### src/rtl/spif_pkg.sv
// Shared encodings for the SPI flash arbiter: command codes, owner codes
// and the arbitration state enum.
package spif_pkg;

  localparam logic [1:0] CMD_WR  = 2'b00;
  localparam logic [1:0] CMD_RD  = 2'b01;
  localparam logic [1:0] CMD_END = 2'b10;

  localparam logic [1:0] OWN_NONE = 2'd0;
  localparam logic [1:0] OWN_ISP  = 2'd1;
  localparam logic [1:0] OWN_CPU  = 2'd2;

  typedef enum logic [1:0] {
    ST_IDLE    = 2'd0,
    ST_OWN_ISP = 2'd1,
    ST_OWN_CPU = 2'd2,
    ST_FLUSH   = 2'd3
  } state_t;

  // Both 10 and 11 raise cs_n, so only the upper bit matters.
  function automatic logic is_end(input logic [1:0] cmd);
    return cmd[1];
  endfunction

endpackage

### src/rtl/spif_arbiter_if.sv
// Bundle of requester, engine and status signals around the arbiter.
// slave = arbiter view, master = surrounding front ends and byte engine.
interface spif_arbiter_if;

  logic       isp_req_valid;
  logic       isp_req_ready;
  logic [1:0] isp_req_cmd;
  logic [7:0] isp_req_data;
  logic       isp_req_quad;
  logic       isp_rsp_valid;
  logic [7:0] isp_rsp_data;

  logic       cpu_req_valid;
  logic       cpu_req_ready;
  logic [1:0] cpu_req_cmd;
  logic [7:0] cpu_req_data;
  logic       cpu_req_quad;
  logic       cpu_rsp_valid;
  logic [7:0] cpu_rsp_data;

  logic       isp_lock;

  logic       eng_valid;
  logic       eng_ready;
  logic [1:0] eng_cmd;
  logic [7:0] eng_data;
  logic       eng_quad;
  logic       eng_rsp_valid;
  logic [7:0] eng_rsp_data;

  logic [1:0] owner;
  logic       timeout_evt;

  modport slave (
    input  isp_req_valid, isp_req_cmd, isp_req_data, isp_req_quad,
    input  cpu_req_valid, cpu_req_cmd, cpu_req_data, cpu_req_quad,
    input  isp_lock, eng_ready, eng_rsp_valid, eng_rsp_data,
    output isp_req_ready, isp_rsp_valid, isp_rsp_data,
    output cpu_req_ready, cpu_rsp_valid, cpu_rsp_data,
    output eng_valid, eng_cmd, eng_data, eng_quad,
    output owner, timeout_evt
  );

  modport master (
    output isp_req_valid, isp_req_cmd, isp_req_data, isp_req_quad,
    output cpu_req_valid, cpu_req_cmd, cpu_req_data, cpu_req_quad,
    output isp_lock, eng_ready, eng_rsp_valid, eng_rsp_data,
    input  isp_req_ready, isp_rsp_valid, isp_rsp_data,
    input  cpu_req_ready, cpu_rsp_valid, cpu_rsp_data,
    input  eng_valid, eng_cmd, eng_data, eng_quad,
    input  owner, timeout_evt
  );

endinterface

### src/rtl/spif_wdog.sv
// Owner-stall watchdog: counts idle owner cycles and flags expiry at
// TIMEOUT-1. The count parks at expiry until the next clear.
module spif_wdog #(
  parameter int TIMEOUT = 4096,
  parameter int TW      = $clog2(TIMEOUT)
) (
  input  logic clk,
  input  logic rst,
  input  logic i_clr,
  input  logic i_en,
  output logic o_expire
);

  logic [TW-1:0] r_cnt;

  assign o_expire = (r_cnt == TW'(TIMEOUT - 1));

  // Idle-cycle counter; clear wins over enable
  always_ff @(posedge clk) begin
    if (rst) begin
      r_cnt <= '0;
    end else if (i_clr) begin
      r_cnt <= '0;
    end else if (i_en && !o_expire) begin
      r_cnt <= r_cnt + 1'b1;
    end
  end

endmodule

### src/rtl/spif_arbiter.sv
// Arbitrates the single SPI flash byte engine between the ISP and CPU
// requesters. Ownership spans a whole chip-select transaction; a stalled
// owner is cut off by a forced raise-CS after TIMEOUT idle cycles.
module spif_arbiter
  import spif_pkg::*;
#(
  parameter int TIMEOUT = 4096,
  parameter int TW      = $clog2(TIMEOUT)
) (
  input  logic           clk,
  input  logic           rst,
  spif_arbiter_if.slave  bus
);

  state_t     r_state;
  state_t     w_state_nxt;
  logic [1:0] r_owner;
  logic [1:0] r_last_owner;
  logic       r_rd_pend;
  logic       r_timeout_evt;
  logic       r_isp_rsp_valid;
  logic [7:0] r_isp_rsp_data;
  logic       r_cpu_rsp_valid;
  logic [7:0] r_cpu_rsp_data;

  logic       w_own_valid;
  logic [1:0] w_own_cmd;
  logic [7:0] w_own_data;
  logic       w_own_quad;
  logic       w_own_state;
  logic       w_accept;
  logic       w_cpu_elig;
  logic       w_rsp_take;
  logic       w_grant_isp;
  logic       w_grant_cpu;
  logic       w_release;
  logic       w_flush_done;
  logic       w_wd_expire;

  assign w_own_state = (r_state == ST_OWN_ISP) || (r_state == ST_OWN_CPU);

  // Select the current owner's request onto common wires
  always_comb begin
    w_own_valid = 1'b0;
    w_own_cmd   = CMD_WR;
    w_own_data  = 8'h00;
    w_own_quad  = 1'b0;
    case (r_state)
      ST_OWN_ISP: begin
        w_own_valid = bus.isp_req_valid;
        w_own_cmd   = bus.isp_req_cmd;
        w_own_data  = bus.isp_req_data;
        w_own_quad  = bus.isp_req_quad;
      end
      ST_OWN_CPU: begin
        w_own_valid = bus.cpu_req_valid;
        w_own_cmd   = bus.cpu_req_cmd;
        w_own_data  = bus.cpu_req_data;
        w_own_quad  = bus.cpu_req_quad;
      end
      default: ;
    endcase
  end

  // A read in flight stalls the owner, so nothing new reaches the engine.
  assign w_accept   = w_own_state & w_own_valid & bus.eng_ready & ~r_rd_pend;
  assign w_cpu_elig = bus.cpu_req_valid & ~bus.isp_lock;
  assign w_rsp_take = bus.eng_rsp_valid & r_rd_pend;

  // Next-state and grant/release decisions
  always_comb begin
    w_state_nxt  = r_state;
    w_grant_isp  = 1'b0;
    w_grant_cpu  = 1'b0;
    w_release    = 1'b0;
    w_flush_done = 1'b0;
    case (r_state)
      ST_IDLE: begin
        if (bus.isp_req_valid && w_cpu_elig) begin
          w_grant_isp = (r_last_owner == OWN_CPU);
          w_grant_cpu = (r_last_owner != OWN_CPU);
        end else begin
          w_grant_isp = bus.isp_req_valid;
          w_grant_cpu = w_cpu_elig;
        end
        if (w_grant_isp) begin
          w_state_nxt = ST_OWN_ISP;
        end else if (w_grant_cpu) begin
          w_state_nxt = ST_OWN_CPU;
        end
      end
      ST_OWN_ISP, ST_OWN_CPU: begin
        // Raise-CS is only accepted with no read pending, so release is immediate.
        if (w_accept && is_end(w_own_cmd)) begin
          w_state_nxt = ST_IDLE;
          w_release   = 1'b1;
        end else if (w_wd_expire && !w_accept) begin
          w_state_nxt = ST_FLUSH;
        end
      end
      ST_FLUSH: begin
        if (bus.eng_ready) begin
          w_state_nxt  = ST_IDLE;
          w_release    = 1'b1;
          w_flush_done = 1'b1;
        end
      end
      default: w_state_nxt = ST_IDLE;
    endcase
  end

  spif_wdog #(
    .TIMEOUT (TIMEOUT),
    .TW      (TW)
  ) u_wdog (
    .clk      (clk),
    .rst      (rst),
    .i_clr    (w_grant_isp | w_grant_cpu | w_accept),
    .i_en     (w_own_state & ~w_own_valid & ~r_rd_pend),
    .o_expire (w_wd_expire)
  );

  // State, ownership, read tracking and timeout pulse
  always_ff @(posedge clk) begin
    if (rst) begin
      r_state       <= ST_IDLE;
      r_owner       <= OWN_NONE;
      r_last_owner  <= OWN_CPU;
      r_rd_pend     <= 1'b0;
      r_timeout_evt <= 1'b0;
    end else begin
      r_state       <= w_state_nxt;
      r_timeout_evt <= w_flush_done;
      if (w_grant_isp) begin
        r_owner <= OWN_ISP;
      end else if (w_grant_cpu) begin
        r_owner <= OWN_CPU;
      end else if (w_release) begin
        r_owner <= OWN_NONE;
      end
      if (w_release) begin
        r_last_owner <= r_owner;
      end
      if (w_accept && (w_own_cmd == CMD_RD)) begin
        r_rd_pend <= 1'b1;
      end else if (w_rsp_take) begin
        r_rd_pend <= 1'b0;
      end
    end
  end

  // Register engine read data toward whichever requester owns the read
  always_ff @(posedge clk) begin
    if (rst) begin
      r_isp_rsp_valid <= 1'b0;
      r_isp_rsp_data  <= 8'h00;
      r_cpu_rsp_valid <= 1'b0;
      r_cpu_rsp_data  <= 8'h00;
    end else begin
      r_isp_rsp_valid <= w_rsp_take && (r_owner == OWN_ISP);
      r_cpu_rsp_valid <= w_rsp_take && (r_owner == OWN_CPU);
      if (w_rsp_take && (r_owner == OWN_ISP)) begin
        r_isp_rsp_data <= bus.eng_rsp_data;
      end
      if (w_rsp_take && (r_owner == OWN_CPU)) begin
        r_cpu_rsp_data <= bus.eng_rsp_data;
      end
    end
  end

  assign bus.isp_req_ready = (r_state == ST_OWN_ISP) & bus.eng_ready & ~r_rd_pend;
  assign bus.cpu_req_ready = (r_state == ST_OWN_CPU) & bus.eng_ready & ~r_rd_pend;

  assign bus.eng_valid = (r_state == ST_FLUSH) | (w_own_state & w_own_valid & ~r_rd_pend);
  assign bus.eng_cmd   = (r_state == ST_FLUSH) ? CMD_END : w_own_cmd;
  assign bus.eng_data  = w_own_data;
  assign bus.eng_quad  = w_own_quad;

  assign bus.isp_rsp_valid = r_isp_rsp_valid;
  assign bus.isp_rsp_data  = r_isp_rsp_data;
  assign bus.cpu_rsp_valid = r_cpu_rsp_valid;
  assign bus.cpu_rsp_data  = r_cpu_rsp_data;
  assign bus.owner         = r_owner;
  assign bus.timeout_evt   = r_timeout_evt;

endmodule

### src/flat_wrapper.sv
// flat-port wrapper written by rule: the top's interface ports become plain ports
module spif_arbiter_flat import spif_pkg::*;
#(
  parameter int TIMEOUT = 4096,
  parameter int TW      = $clog2(TIMEOUT)
)
  (clk, rst, bus_isp_req_valid, bus_isp_req_cmd, bus_isp_req_data, bus_isp_req_quad, bus_cpu_req_valid, bus_cpu_req_cmd, bus_cpu_req_data, bus_cpu_req_quad, bus_isp_lock, bus_eng_ready, bus_eng_rsp_valid, bus_eng_rsp_data, bus_isp_req_ready, bus_isp_rsp_valid, bus_isp_rsp_data, bus_cpu_req_ready, bus_cpu_rsp_valid, bus_cpu_rsp_data, bus_eng_valid, bus_eng_cmd, bus_eng_data, bus_eng_quad, bus_owner, bus_timeout_evt);
  spif_arbiter_if bus_i ();
  input  logic clk;
  input  logic rst;
  input wire logic [$bits(bus_i.isp_req_valid)-1:0] bus_isp_req_valid;
  input wire logic [$bits(bus_i.isp_req_cmd)-1:0] bus_isp_req_cmd;
  input wire logic [$bits(bus_i.isp_req_data)-1:0] bus_isp_req_data;
  input wire logic [$bits(bus_i.isp_req_quad)-1:0] bus_isp_req_quad;
  input wire logic [$bits(bus_i.cpu_req_valid)-1:0] bus_cpu_req_valid;
  input wire logic [$bits(bus_i.cpu_req_cmd)-1:0] bus_cpu_req_cmd;
  input wire logic [$bits(bus_i.cpu_req_data)-1:0] bus_cpu_req_data;
  input wire logic [$bits(bus_i.cpu_req_quad)-1:0] bus_cpu_req_quad;
  input wire logic [$bits(bus_i.isp_lock)-1:0] bus_isp_lock;
  input wire logic [$bits(bus_i.eng_ready)-1:0] bus_eng_ready;
  input wire logic [$bits(bus_i.eng_rsp_valid)-1:0] bus_eng_rsp_valid;
  input wire logic [$bits(bus_i.eng_rsp_data)-1:0] bus_eng_rsp_data;
  output wire logic [$bits(bus_i.isp_req_ready)-1:0] bus_isp_req_ready;
  output wire logic [$bits(bus_i.isp_rsp_valid)-1:0] bus_isp_rsp_valid;
  output wire logic [$bits(bus_i.isp_rsp_data)-1:0] bus_isp_rsp_data;
  output wire logic [$bits(bus_i.cpu_req_ready)-1:0] bus_cpu_req_ready;
  output wire logic [$bits(bus_i.cpu_rsp_valid)-1:0] bus_cpu_rsp_valid;
  output wire logic [$bits(bus_i.cpu_rsp_data)-1:0] bus_cpu_rsp_data;
  output wire logic [$bits(bus_i.eng_valid)-1:0] bus_eng_valid;
  output wire logic [$bits(bus_i.eng_cmd)-1:0] bus_eng_cmd;
  output wire logic [$bits(bus_i.eng_data)-1:0] bus_eng_data;
  output wire logic [$bits(bus_i.eng_quad)-1:0] bus_eng_quad;
  output wire logic [$bits(bus_i.owner)-1:0] bus_owner;
  output wire logic [$bits(bus_i.timeout_evt)-1:0] bus_timeout_evt;
  assign bus_i.isp_req_valid = bus_isp_req_valid;
  assign bus_i.isp_req_cmd = bus_isp_req_cmd;
  assign bus_i.isp_req_data = bus_isp_req_data;
  assign bus_i.isp_req_quad = bus_isp_req_quad;
  assign bus_i.cpu_req_valid = bus_cpu_req_valid;
  assign bus_i.cpu_req_cmd = bus_cpu_req_cmd;
  assign bus_i.cpu_req_data = bus_cpu_req_data;
  assign bus_i.cpu_req_quad = bus_cpu_req_quad;
  assign bus_i.isp_lock = bus_isp_lock;
  assign bus_i.eng_ready = bus_eng_ready;
  assign bus_i.eng_rsp_valid = bus_eng_rsp_valid;
  assign bus_i.eng_rsp_data = bus_eng_rsp_data;
  assign bus_isp_req_ready = bus_i.isp_req_ready;
  assign bus_isp_rsp_valid = bus_i.isp_rsp_valid;
  assign bus_isp_rsp_data = bus_i.isp_rsp_data;
  assign bus_cpu_req_ready = bus_i.cpu_req_ready;
  assign bus_cpu_rsp_valid = bus_i.cpu_rsp_valid;
  assign bus_cpu_rsp_data = bus_i.cpu_rsp_data;
  assign bus_eng_valid = bus_i.eng_valid;
  assign bus_eng_cmd = bus_i.eng_cmd;
  assign bus_eng_data = bus_i.eng_data;
  assign bus_eng_quad = bus_i.eng_quad;
  assign bus_owner = bus_i.owner;
  assign bus_timeout_evt = bus_i.timeout_evt;
  spif_arbiter #(.TIMEOUT(TIMEOUT), .TW(TW)) u_core (.clk(clk), .rst(rst), .bus(bus_i));
endmodule
### config.mk
export PLATFORM = sky130hd
export DESIGN_NAME = spif_arbiter_flat
export DESIGN_NICKNAME = d
export VERILOG_FILES = /design/src/rtl/spif_pkg.sv /design/src/rtl/spif_arbiter_if.sv /design/src/rtl/spif_wdog.sv /design/src/rtl/spif_arbiter.sv /design/src/flat_wrapper.sv
export SDC_FILE = /design/constraint.sdc
export NUM_CORES = 1
export LEC_CHECK = 0
export CORE_ASPECT_RATIO = 1.5
export CORE_UTILIZATION = 45
export CTS_BUF_LIST = sky130_fd_sc_hd__clkbuf_4
export DETAILED_ROUTE_END_ITERATION = 10
export MAX_ROUTING_LAYER = met4
export PLACE_DENSITY_LB_ADDON = 0.2
export SKIP_CTS_REPAIR_TIMING = 1
export SYNTH_ARGS = -nofsm -noshare
export SYNTH_HDL_FRONTEND = slang
export SYNTH_HIERARCHICAL = 1
export SYNTH_SLANG_ARGS = --single-unit
### constraint.sdc
create_clock -name clk -period 4 [get_ports clk]
set_input_delay 0.4 -clock clk [delete_from_list [all_inputs] [get_ports clk]]
set_output_delay 0.4 -clock clk [all_outputs]
set_load 0.1 [all_outputs]
==> impl_metrics.env, run 1 <==
export IMPL_outcome="finished clean"
export IMPL_timing_final_max_slew_violations=0
export IMPL_worstPathArrival_ps=2720
export IMPL_p_seq_share_pct=27.9
export IMPL_power_density_nw_per_um2=559
export IMPL_max_stage_delay_ps=1160
export IMPL_grt_pass1_wl_um=7960
export IMPL_cp_cell_sequence="inv_1 > ha_1 > a22oi_1 > nor2_1 > clkdlybuf4s50_1"
export IMPL_final_min_clock_period_ps=3120
export IMPL_register_area_um2=761
export IMPL_synth_commonest_cells="nand2_1, dfxtp_1, a21oi_1"
export IMPL_path_buf_inv=2
export IMPL_ios=72
export IMPL_hold_viol=0
export IMPL_ant_nets=0
export IMPL_rows=28
export IMPL_drive_above_1_share_pct=5.45
export IMPL_cts_tree="yes"
export IMPL_drc_errors=0
export IMPL_dp_hpwl_um=3590
export IMPL_yosysTopAreaCell="dfxtp_1"
export IMPL_antenna_found_initial=0
export IMPL_critPathKind="reg -> out"
export IMPL_synth_area_um2=1940
export IMPL_power_frac_comb_pct=59.8
export IMPL_endpoint_kind="output pin"
export IMPL_synth_distinct_cells=42
export IMPL_cts_buffer_depth=2
export IMPL_dr_pass1_iters=4
export IMPL_cts_made_buffers=5
export IMPL_routed_wl_um=4700
export IMPL_netlist_instances=242
export IMPL_crit_slowest_cell="clkdlybuf4s50_1"
export IMPL_setup_violations=0
export IMPL_min_period_over_period_pct=77.9
export IMPL_rsz0062_at_grt="false"
export IMPL_clock_power_share_pct=12.4
export IMPL_skew_ps=7.26
export IMPL_die_x_um=55.6
export IMPL_swShare_pct=52.5
export IMPL_synthesis_nets=284
export IMPL_ys_ff_latch=38
export IMPL_wl_per_cell_um=13.2
export IMPL_vias_per_cell=5.56
export IMPL_fin_cells=357
export IMPL_clkTransAtPathRegs_ps=110
export IMPL_synth_edff_count=0
export IMPL_worstHoldPathType="reg -> reg"
export IMPL_yosysWarnings=6
export IMPL_start_util_pct=48.0
export IMPL_yosysMostFrequentCell="nand2_1"
export IMPL_syn_to_final_growth_pct=39.9
export IMPL_htreeDepth=2
export IMPL_n_antenna_cell=0
export IMPL_synth_area_leaders="dfxtp_1, nand2_1, a21oi_1, nor2_1, a22oi_1"
export IMPL_track_usage_pct=22.7
export IMPL_nFillCells=350
export IMPL_crit_required_ps=3600
export IMPL_drt_iter0_markers=48
export IMPL_tightest_slew_ps=996
export IMPL_p_leak_nw=0.953
export IMPL_die_y_um=82.3
export IMPL_path_delay_family="buffers and inverters"
export IMPL_synth_top_area_share_pct=39.3
export IMPL_port_buffers=71
export IMPL_seq_area_frac_synth_pct=39.3
export IMPL_clk_latency_ps=340
export IMPL_power_switching_mw=0.795
export IMPL_max_freq_mhz=321
export IMPL_gp_congestion=0.912
export IMPL_multiInputGateArea_um2=1090
export IMPL_maxCapViolations=0
export IMPL_grt_max_degree=32
export IMPL_syn_avg_cell_area_um2=8.00
export IMPL_clockRootBuffer="clkbuf_4"
export IMPL_async_flop_share_pct=0
export IMPL_cp_max_fo=15
export IMPL_tns_ps=0
export IMPL_grt_pass1_vias=1847
export IMPL_dp_cells=349
export IMPL_synth_ff_type="dfxtp_1"
export IMPL_numClockSinks=38
export IMPL_grt_ovfl_total=0
export IMPL_p_int_mw=0.719
export IMPL_fin_nets=353
export IMPL_vias=1986
export IMPL_die_area_um2=4570
export IMPL_peakVddDrop_mv=0.561
export IMPL_start_kind="flop"
export IMPL_core_um2=4030
export IMPL_maxSlewHeadroom_pct=33.4
[power groups by stage]
stage | sequential (mW) | combinational [mW] | clock [mW]
2_1_floorplan | 0.457 | 0.671 | 0
3_5_place_dp | 0.430 | 0.902 | 0
3_3_place_gp | 0.429 | 0.903 | 0
4_1_cts | 0.422 | 0.907 | 0.195
5_1_grt | 0.426 | 0.972 | 0.216
6_report | 0.422 | 0.905 | 0.188
[flip-flops by register name, indices dropped and copies added (netlist names)]
signal and cells:
u_core/bus.cpu_rsp_valid 1, u_core/r_last_owner 2, u_core/bus.timeout_evt 1, u_core/bus.owner 2, u_core/r_rd_pend 1, u_core/bus.cpu_rsp_data 8
u_core/bus.isp_rsp_valid 1, u_core/u_wdog/r_cnt 12, u_core/bus.isp_rsp_data 8, u_core/r_state 2
[kinds of logic after synthesis]
| logic type | count (synthesis) | synth area share, % |
|---|---|---|
| DFF | 38 | 39.3 |
| muxes | 3 | 1.55 |
| AOI/OAI and AO/OA | 63 | 21.4 |
| buffers and inverters | 21 | 4.46 |
| xor gates and xnor gates | 1 | 0.453 |
| and+or+nand+nor | 111 | 29.6 |
| adders and majority gates | 5 | 3.23 |
[cell usage in the layout, fill, tap and decap left out, types with 2 or more instances in the layout]
cell	count
a31oi_1	3
or3_1	3
o211a_1	2
nand3_1	7
clkdlybuf4s50_1	68
nand2b_1	6
o32ai_1	2
a21oi_1	24
ha_1	5
nor3_1	3
and3_1	3
nand4b_1	2
nand4_1	2
nor3b_2	2
a22o_1	3
o31ai_1	2
inv_1	12
dfxtp_1	38
a211oi_1	4
mux2i_1	3
nand2_1	41
and3b_1	2
or4_1	6
and3_4	3
nor2_1	23
o21ai_0	6
nor2b_1	3
buf_4	3
clkbuf_4	5
a22oi_1	11
[worst paths after layout]
| kind | startpoint | endpoint | slack (ps) | cells after the start |
|---|---|---|---|---|
| max | u_core/r_state[0] | bus_eng_data[1] | 880 | 5 |
| min | u_core/bus.isp_rsp_data[0] | u_core/bus.isp_rsp_data[0] | 460 | 2 |
| max reg2reg | u_core/r_state[0] | u_core/u_wdog/r_cnt[9] | 1440 | 8 |
| min reg2reg | u_core/bus.isp_rsp_data[0] | u_core/bus.isp_rsp_data[0] | 460 | 2 |
[routing by layer]
layer  wire (um)  vias to the layer above  GRT usage [%]
li1            -                     1003              -
met1        1930                      910           23.6
met2        2440                       64           42.0
met3         220                        9           4.52
met4         103                        0           9.25
met5           0                        -              -
[area by class of cell]
type                       instances  share of cell area, %
clock buffer                       5                   1.39
clock inverter                     3                  0.601
inverter                          12                   1.66
multi-input combinational        183                   40.2
sequential                        38                   28.1
tap                               45                   2.08
timing repair buffer              71                   26.0
[worst min-delay path, stage by stage, from the launching register on]
cell and delay (ps):
dfxtp_1 320, nand2_1 50, a21oi_1 50
[per-stage QoR]
stage	total power, mW	worst slack (ps)	instance area (um2)	hold WS, ps	utilization [%]
final	1.51	883	2710	459	67.2
after global routing	1.61	680	2710	479	67.2
after CTS	1.52	842	2710	461	67.2
after detailed placement	1.33	1240	2650	446	65.9
after global placement	1.33	1270	2650	442	65.9
after floorplan	1.13	446	1940	445	-
Note: power is estimated with default switching activity, not from simulation.
==> run 2, diff against run 1 <==
--- a/config.mk
+++ b/config.mk
@@ -6,7 +6,7 @@
 export NUM_CORES = 1
 export LEC_CHECK = 0
 export CORE_ASPECT_RATIO = 1.5
-export CORE_UTILIZATION = 45
+export CORE_UTILIZATION = 41
 export CTS_BUF_LIST = sky130_fd_sc_hd__clkbuf_4
 export DETAILED_ROUTE_END_ITERATION = 10
 export MAX_ROUTING_LAYER = met4
==> constraint.sdc (replaced) <==
create_clock -name clk -period 2.85 [get_ports clk]
set_input_delay 0.285 -clock clk [delete_from_list [all_inputs] [get_ports clk]]
set_output_delay 0.285 -clock clk [all_outputs]
set_load 0.1 [all_outputs]
==> run 2 against run 1 <==
Compared with the run above:
- die area increased by 9.4%
- wire length about the same
- combinational power increased by 40%
- register-to-register slack got worse by 1100 ps
==> impl_metrics.env, run 2 (synthesis results as in run 1) <==
export IMPL_outcome="finished clean"
export IMPL_worstHoldPathType="reg -> reg"
export IMPL_crit_required_ps=3120
export IMPL_startpoint="u_core/r_state[0]"
export IMPL_n_antenna_cell=0
export IMPL_endpoint_kind="flop"
export IMPL_grt_pass1_vias=1907
export IMPL_gp_congestion=0.818
export IMPL_final_min_clock_period_ps=2510
export IMPL_core_um2=4540
export IMPL_drive_above_1_share_pct=16.2
export IMPL_grt_pass1_wl_um=7840
export IMPL_power_density_nw_per_um2=797
export IMPL_clockRootBuffer="clkbuf_4"
export IMPL_timing_final_max_slew_violations=0
export IMPL_hold_viol=0
export IMPL_die_area_um2=5010
export IMPL_min_period_over_period_pct=88.2
export IMPL_cts_buffer_depth=2
export IMPL_grt_ovfl_total=0
export IMPL_placed_area_um2=2610
export IMPL_nFillCells=463
export IMPL_layout_commonest_cell="nand2_1"
export IMPL_routed_wl_um=4700
export IMPL_numClockSinks=38
export IMPL_ant_nets=0
export IMPL_clk_latency_ps=330
export IMPL_finalInstanceArea_um2=2670
export IMPL_tightest_slew_ps=539
export IMPL_rows=30
export IMPL_clkTransAtPathRegs_ps=110
export IMPL_track_usage_pct=20.3
export IMPL_rr_startpoint="u_core/r_state[0]"
export IMPL_tns_ps=0
export IMPL_reg2reg_to="u_core/u_wdog/r_cnt[11]"
export IMPL_maxCapViolations=0
export IMPL_port_buffers=71
export IMPL_regMostFlops="u_core/u_wdog/r_cnt"
export IMPL_cts_tree="yes"
export IMPL_holdPathStages=2
export IMPL_fin_nets=355
export IMPL_htreeDepth=2
export IMPL_grt_max_degree=32
export IMPL_peakVddDrop_mv=0.603
export IMPL_cp_endpoint="u_core/u_wdog/r_cnt[11]"
export IMPL_dr_pass1_iters=4
export IMPL_drt_iter0_markers=95
export IMPL_critPathKind="reg -> reg"
export IMPL_die_x_um=58.1
export IMPL_drc_errors=0
export IMPL_mostFrequentLayoutCells="nand2_1, dfxtp_1, buf_4"
export IMPL_rsz0062_at_grt="false"
export IMPL_p_leak_nw=1.03
export IMPL_regToRegSetupSlack_ps=340
export IMPL_dp_hpwl_um=3620
export IMPL_die_y_um=86.2
export IMPL_cts_made_buffers=5
export IMPL_cp_max_fo=15
export IMPL_maxSlewHeadroom_pct=63.9
export IMPL_antenna_found_initial=0
export IMPL_start_kind="flop"
export IMPL_max_freq_mhz=398
export IMPL_vias=1988
export IMPL_worstPathArrival_ps=2790
export IMPL_skew_ps=9.41
export IMPL_start_util_pct=42.6
export IMPL_ff2ff_path_depth=8
export IMPL_ios=72
export IMPL_largest_register_ffs=12
export IMPL_syn_to_final_growth_pct=37.8
export IMPL_wl_per_cell_um=12.4
export IMPL_setup_violations=0
export IMPL_vias_per_cell=5.26
run 2: changes by cell type in the layout (fill, tap and decap cells not counted), sizes merged:
cell           before  now
buf                 3   37
clkdlybuf4s50      68   36
run 2: area by class of cell:
cell class | count | area (um2) | area share (%)
Multi-Input combinational cell | 183 | 1090 | 40.8
Clock inverter | 3 | 16.3 | 0.610
Timing Repair Buffer | 73 | 638 | 23.9
Inverter | 12 | 45.0 | 1.69
Sequential cell | 38 | 761 | 28.5
Tap cell | 64 | 80.1 | 3.00
Clock buffer | 5 | 37.5 | 1.41
run 2: how the worst min path moves through the flow:
stage / endpoint / from
detailed placement: u_core/bus.isp_rsp_data[3] / u_core/bus.isp_rsp_data[3]
finish: u_core/bus.cpu_rsp_data[2] / u_core/bus.cpu_rsp_data[2]
global route: u_core/bus.isp_rsp_data[4] / u_core/bus.isp_rsp_data[4]
CTS: u_core/bus.isp_rsp_data[3] / u_core/bus.isp_rsp_data[3]
global placement: u_core/bus.isp_rsp_data[7] / u_core/bus.isp_rsp_data[7]
floorplan: u_core/bus.timeout_evt / bus_eng_ready
run 2: metal layers:
metal | global-route usage [%] | up-vias | share of wire, %
met5 | - | - | 0
met4 | 8.44 | 0 | 2.1
met3 | 3.92 | 11 | 4.7
met2 | 36.6 | 74 | 52
met1 | 20.9 | 893 | 41
li1 | - | 1010 | -
run 2: critical path: stages, from the launching register on:
cell and delay [ps]:
dfxtp_1 370, inv_1 80, ha_1 370, a22o_1 320
nor2_1 260, and3_1 230, nand3_1 200, or4_1 460
a21oi_1 150
run 2: through the flow:
stage                     setup slack [ps]  cells  hold WS, ps  total power [mW]  util [%]
after global routing                   153    378          485              2.25      58.7
after floorplan                        171    242          407              1.59         -
after global placement                 463    370          444              1.86      57.5
after CTS                              326    378          464              2.14      58.7
after detailed placement               346    370          448              1.87      57.5
final                                  337    378          459              2.13      58.7
run 2: report_power, final:
part / switching [mW] / internal, mW
Clock: 0.175 / 0.0918
Sequential: 0.0295 / 0.561
Combinational: 0.919 / 0.350
==> run 3, diff against run 2 <==
--- a/config.mk
+++ b/config.mk
@@ -5,12 +5,14 @@
 export SDC_FILE = /design/constraint.sdc
 export NUM_CORES = 1
 export LEC_CHECK = 0
+export ABC_CLOCK_PERIOD_IN_PS = 2850
 export CORE_ASPECT_RATIO = 1.5
 export CORE_UTILIZATION = 41
 export CTS_BUF_LIST = sky130_fd_sc_hd__clkbuf_4
 export DETAILED_ROUTE_END_ITERATION = 10
 export MAX_ROUTING_LAYER = met4
 export PLACE_DENSITY_LB_ADDON = 0.2
+export SETUP_SLACK_MARGIN = 0.5
 export SKIP_CTS_REPAIR_TIMING = 1
 export SYNTH_ARGS = -nofsm -noshare
 export SYNTH_HDL_FRONTEND = slang
==> run 3 against run 2 <==
Compared with the run above:
- sequential cell count is the same
- combinational power grew 3%
- power grew 0.47%
- largest power group unchanged
- count of clock-buffer cells in the layout is the same
- worst hold slack gained 1.2 ps
- largest cell class unchanged
- fmax grew 14%
- sequential power is essentially flat
==> impl_metrics.env, run 3 (synthesis results as in run 1) <==
export IMPL_outcome="finished clean"
export IMPL_p_total_mw=2.14
export IMPL_maxSlewHeadroom_pct=64.9
export IMPL_clockRootBuffer="clkbuf_4"
export IMPL_crit_slowest_cell="or4_1"
export IMPL_track_usage_pct=20.8
export IMPL_path_delay_family="simple AND/OR/NAND/NOR gates"
export IMPL_peakVddDrop_mv=0.823
export IMPL_ant_nets=0
export IMPL_clkTransAtPathRegs_ps=100
export IMPL_gp_congestion=0.932
export IMPL_crit_required_ps=3120
export IMPL_antenna_found_initial=0
export IMPL_port_buffers=71
export IMPL_routed_wl_um=4750
export IMPL_timing_final_max_slew_violations=0
export IMPL_wl_per_cell_um=12.6
export IMPL_drive_above_1_share_pct=17.9
export IMPL_p_int_mw=1.01
export IMPL_vias=2011
export IMPL_endpoint_kind="flop"
export IMPL_cp_cell_sequence="inv_1 > ha_1 > nand2b_1 > nor2_2 > and3_1 > nand3_2 > or4_1 > a21oi_1"
export IMPL_mostFrequentLayoutCells="nand2_1, buf_4, dfxtp_1"
export IMPL_final_util_pct=59.1
export IMPL_skew_ps=10.1
export IMPL_layout_commonest_cell="nand2_1"
export IMPL_grt_pass1_vias=1869
export IMPL_numClockSinks=38
export IMPL_worstPathArrival_ps=2470
export IMPL_rows=30
export IMPL_fin_nets=356
export IMPL_max_freq_mhz=453
export IMPL_swShare_pct=52.8
export IMPL_power_switching_mw=1.13
export IMPL_regMostFlops="u_core/u_wdog/r_cnt"
export IMPL_tns_ps=0
export IMPL_hold_viol=0
export IMPL_rsz0062_at_grt="true"
export IMPL_placed_area_um2=2630
export IMPL_cts_tree="yes"
export IMPL_grt_pass1_wl_um=7950
export IMPL_n_antenna_cell=0
export IMPL_clock_power_share_pct=11.2
export IMPL_finalInstanceArea_um2=2680
export IMPL_p_seq_share_pct=27.6
export IMPL_clk_latency_ps=330
export IMPL_maxCapViolations=0
export IMPL_cts_made_buffers=5
export IMPL_vias_per_cell=5.33
export IMPL_die_y_um=86.2
export IMPL_grt_ovfl_total=0
export IMPL_htreeDepth=2
export IMPL_start_kind="flop"
export IMPL_p_leak_nw=1.03
export IMPL_worstHoldPathType="reg -> reg"
export IMPL_min_period_over_period_pct=77.4
export IMPL_die_area_um2=5010
export IMPL_power_density_nw_per_um2=796
export IMPL_tightest_slew_ps=524
export IMPL_grt_max_degree=31
export IMPL_max_stage_delay_ps=420
export IMPL_syn_to_final_growth_pct=38.7
export IMPL_drc_errors=0
export IMPL_path_buf_inv=1
export IMPL_cts_buffer_depth=2
export IMPL_power_frac_comb_pct=61.2
export IMPL_ios=72
export IMPL_cp_max_fo=7
export IMPL_dp_hpwl_um=3730
export IMPL_drt_iter0_markers=53
export IMPL_critPathKind="reg -> reg"
export IMPL_final_min_clock_period_ps=2210
export IMPL_largest_register_ffs=12
export IMPL_setup_violations=0
export IMPL_die_x_um=58.1
export IMPL_start_util_pct=42.6
export IMPL_dr_pass1_iters=4
export IMPL_core_um2=4540
run 3: area by class of cell:
cell class	instances	area, um2
clock buffer	5	37.5
clock inverter	1	3.75
fill	433	1860
inverter	12	45.0
multi-input combinational	183	1110
sequential	38	761
tap	64	80.1
timing repair buffer	74	646
run 3: per-stage QoR:
step / hold slack [ps] / std cells / setup slack, ps
floorplan: 408 / 242 / 252
global placement: 444 / 371 / 504
finish: 460 / 377 / 644
global route: 484 / 377 / 499
detailed placement: 447 / 371 / 427
CTS: 462 / 377 / 493
run 3: final timing paths:
kind                                   start                    endpoint  slack (ps)  cells after the start
setup / recovery           u_core/r_state[1]      u_core/u_wdog/r_cnt[9]         640                      8
setup reg to reg           u_core/r_state[1]      u_core/u_wdog/r_cnt[9]         640                      8
hold reg to reg   u_core/bus.cpu_rsp_data[6]  u_core/bus.cpu_rsp_data[6]         460                      2
hold / removal    u_core/bus.cpu_rsp_data[6]  u_core/bus.cpu_rsp_data[6]         460                      2
run 3: power groups by stage:
stage          sequential [mW]  clock, mW  combinational (mW)
2_1_floorplan            0.642          0               0.958
3_5_place_dp             0.603          0                1.30
3_3_place_gp             0.601          0                1.29
5_1_grt                  0.596      0.269                1.39
6_report                 0.590      0.240                1.31
4_1_cts                  0.590      0.254                1.30
run 3: tightest hold or removal path, stage by stage, from the launching register on:
cell,delay [ps]
dfxtp_1,320
nand2_1,50
a21oi_1,50
run 3: metal layers:
| metal | track usage [%] | vias to the layer above | wire length, um |
|---|---|---|---|
| met3 | 3.62 | 9 | 299 |
| li1 | - | 1009 | - |
| met5 | - | - | 0 |
| met4 | 8.01 | 0 | 106 |
| met1 | 21.0 | 906 | 1780 |
| met2 | 38.6 | 87 | 2560 |
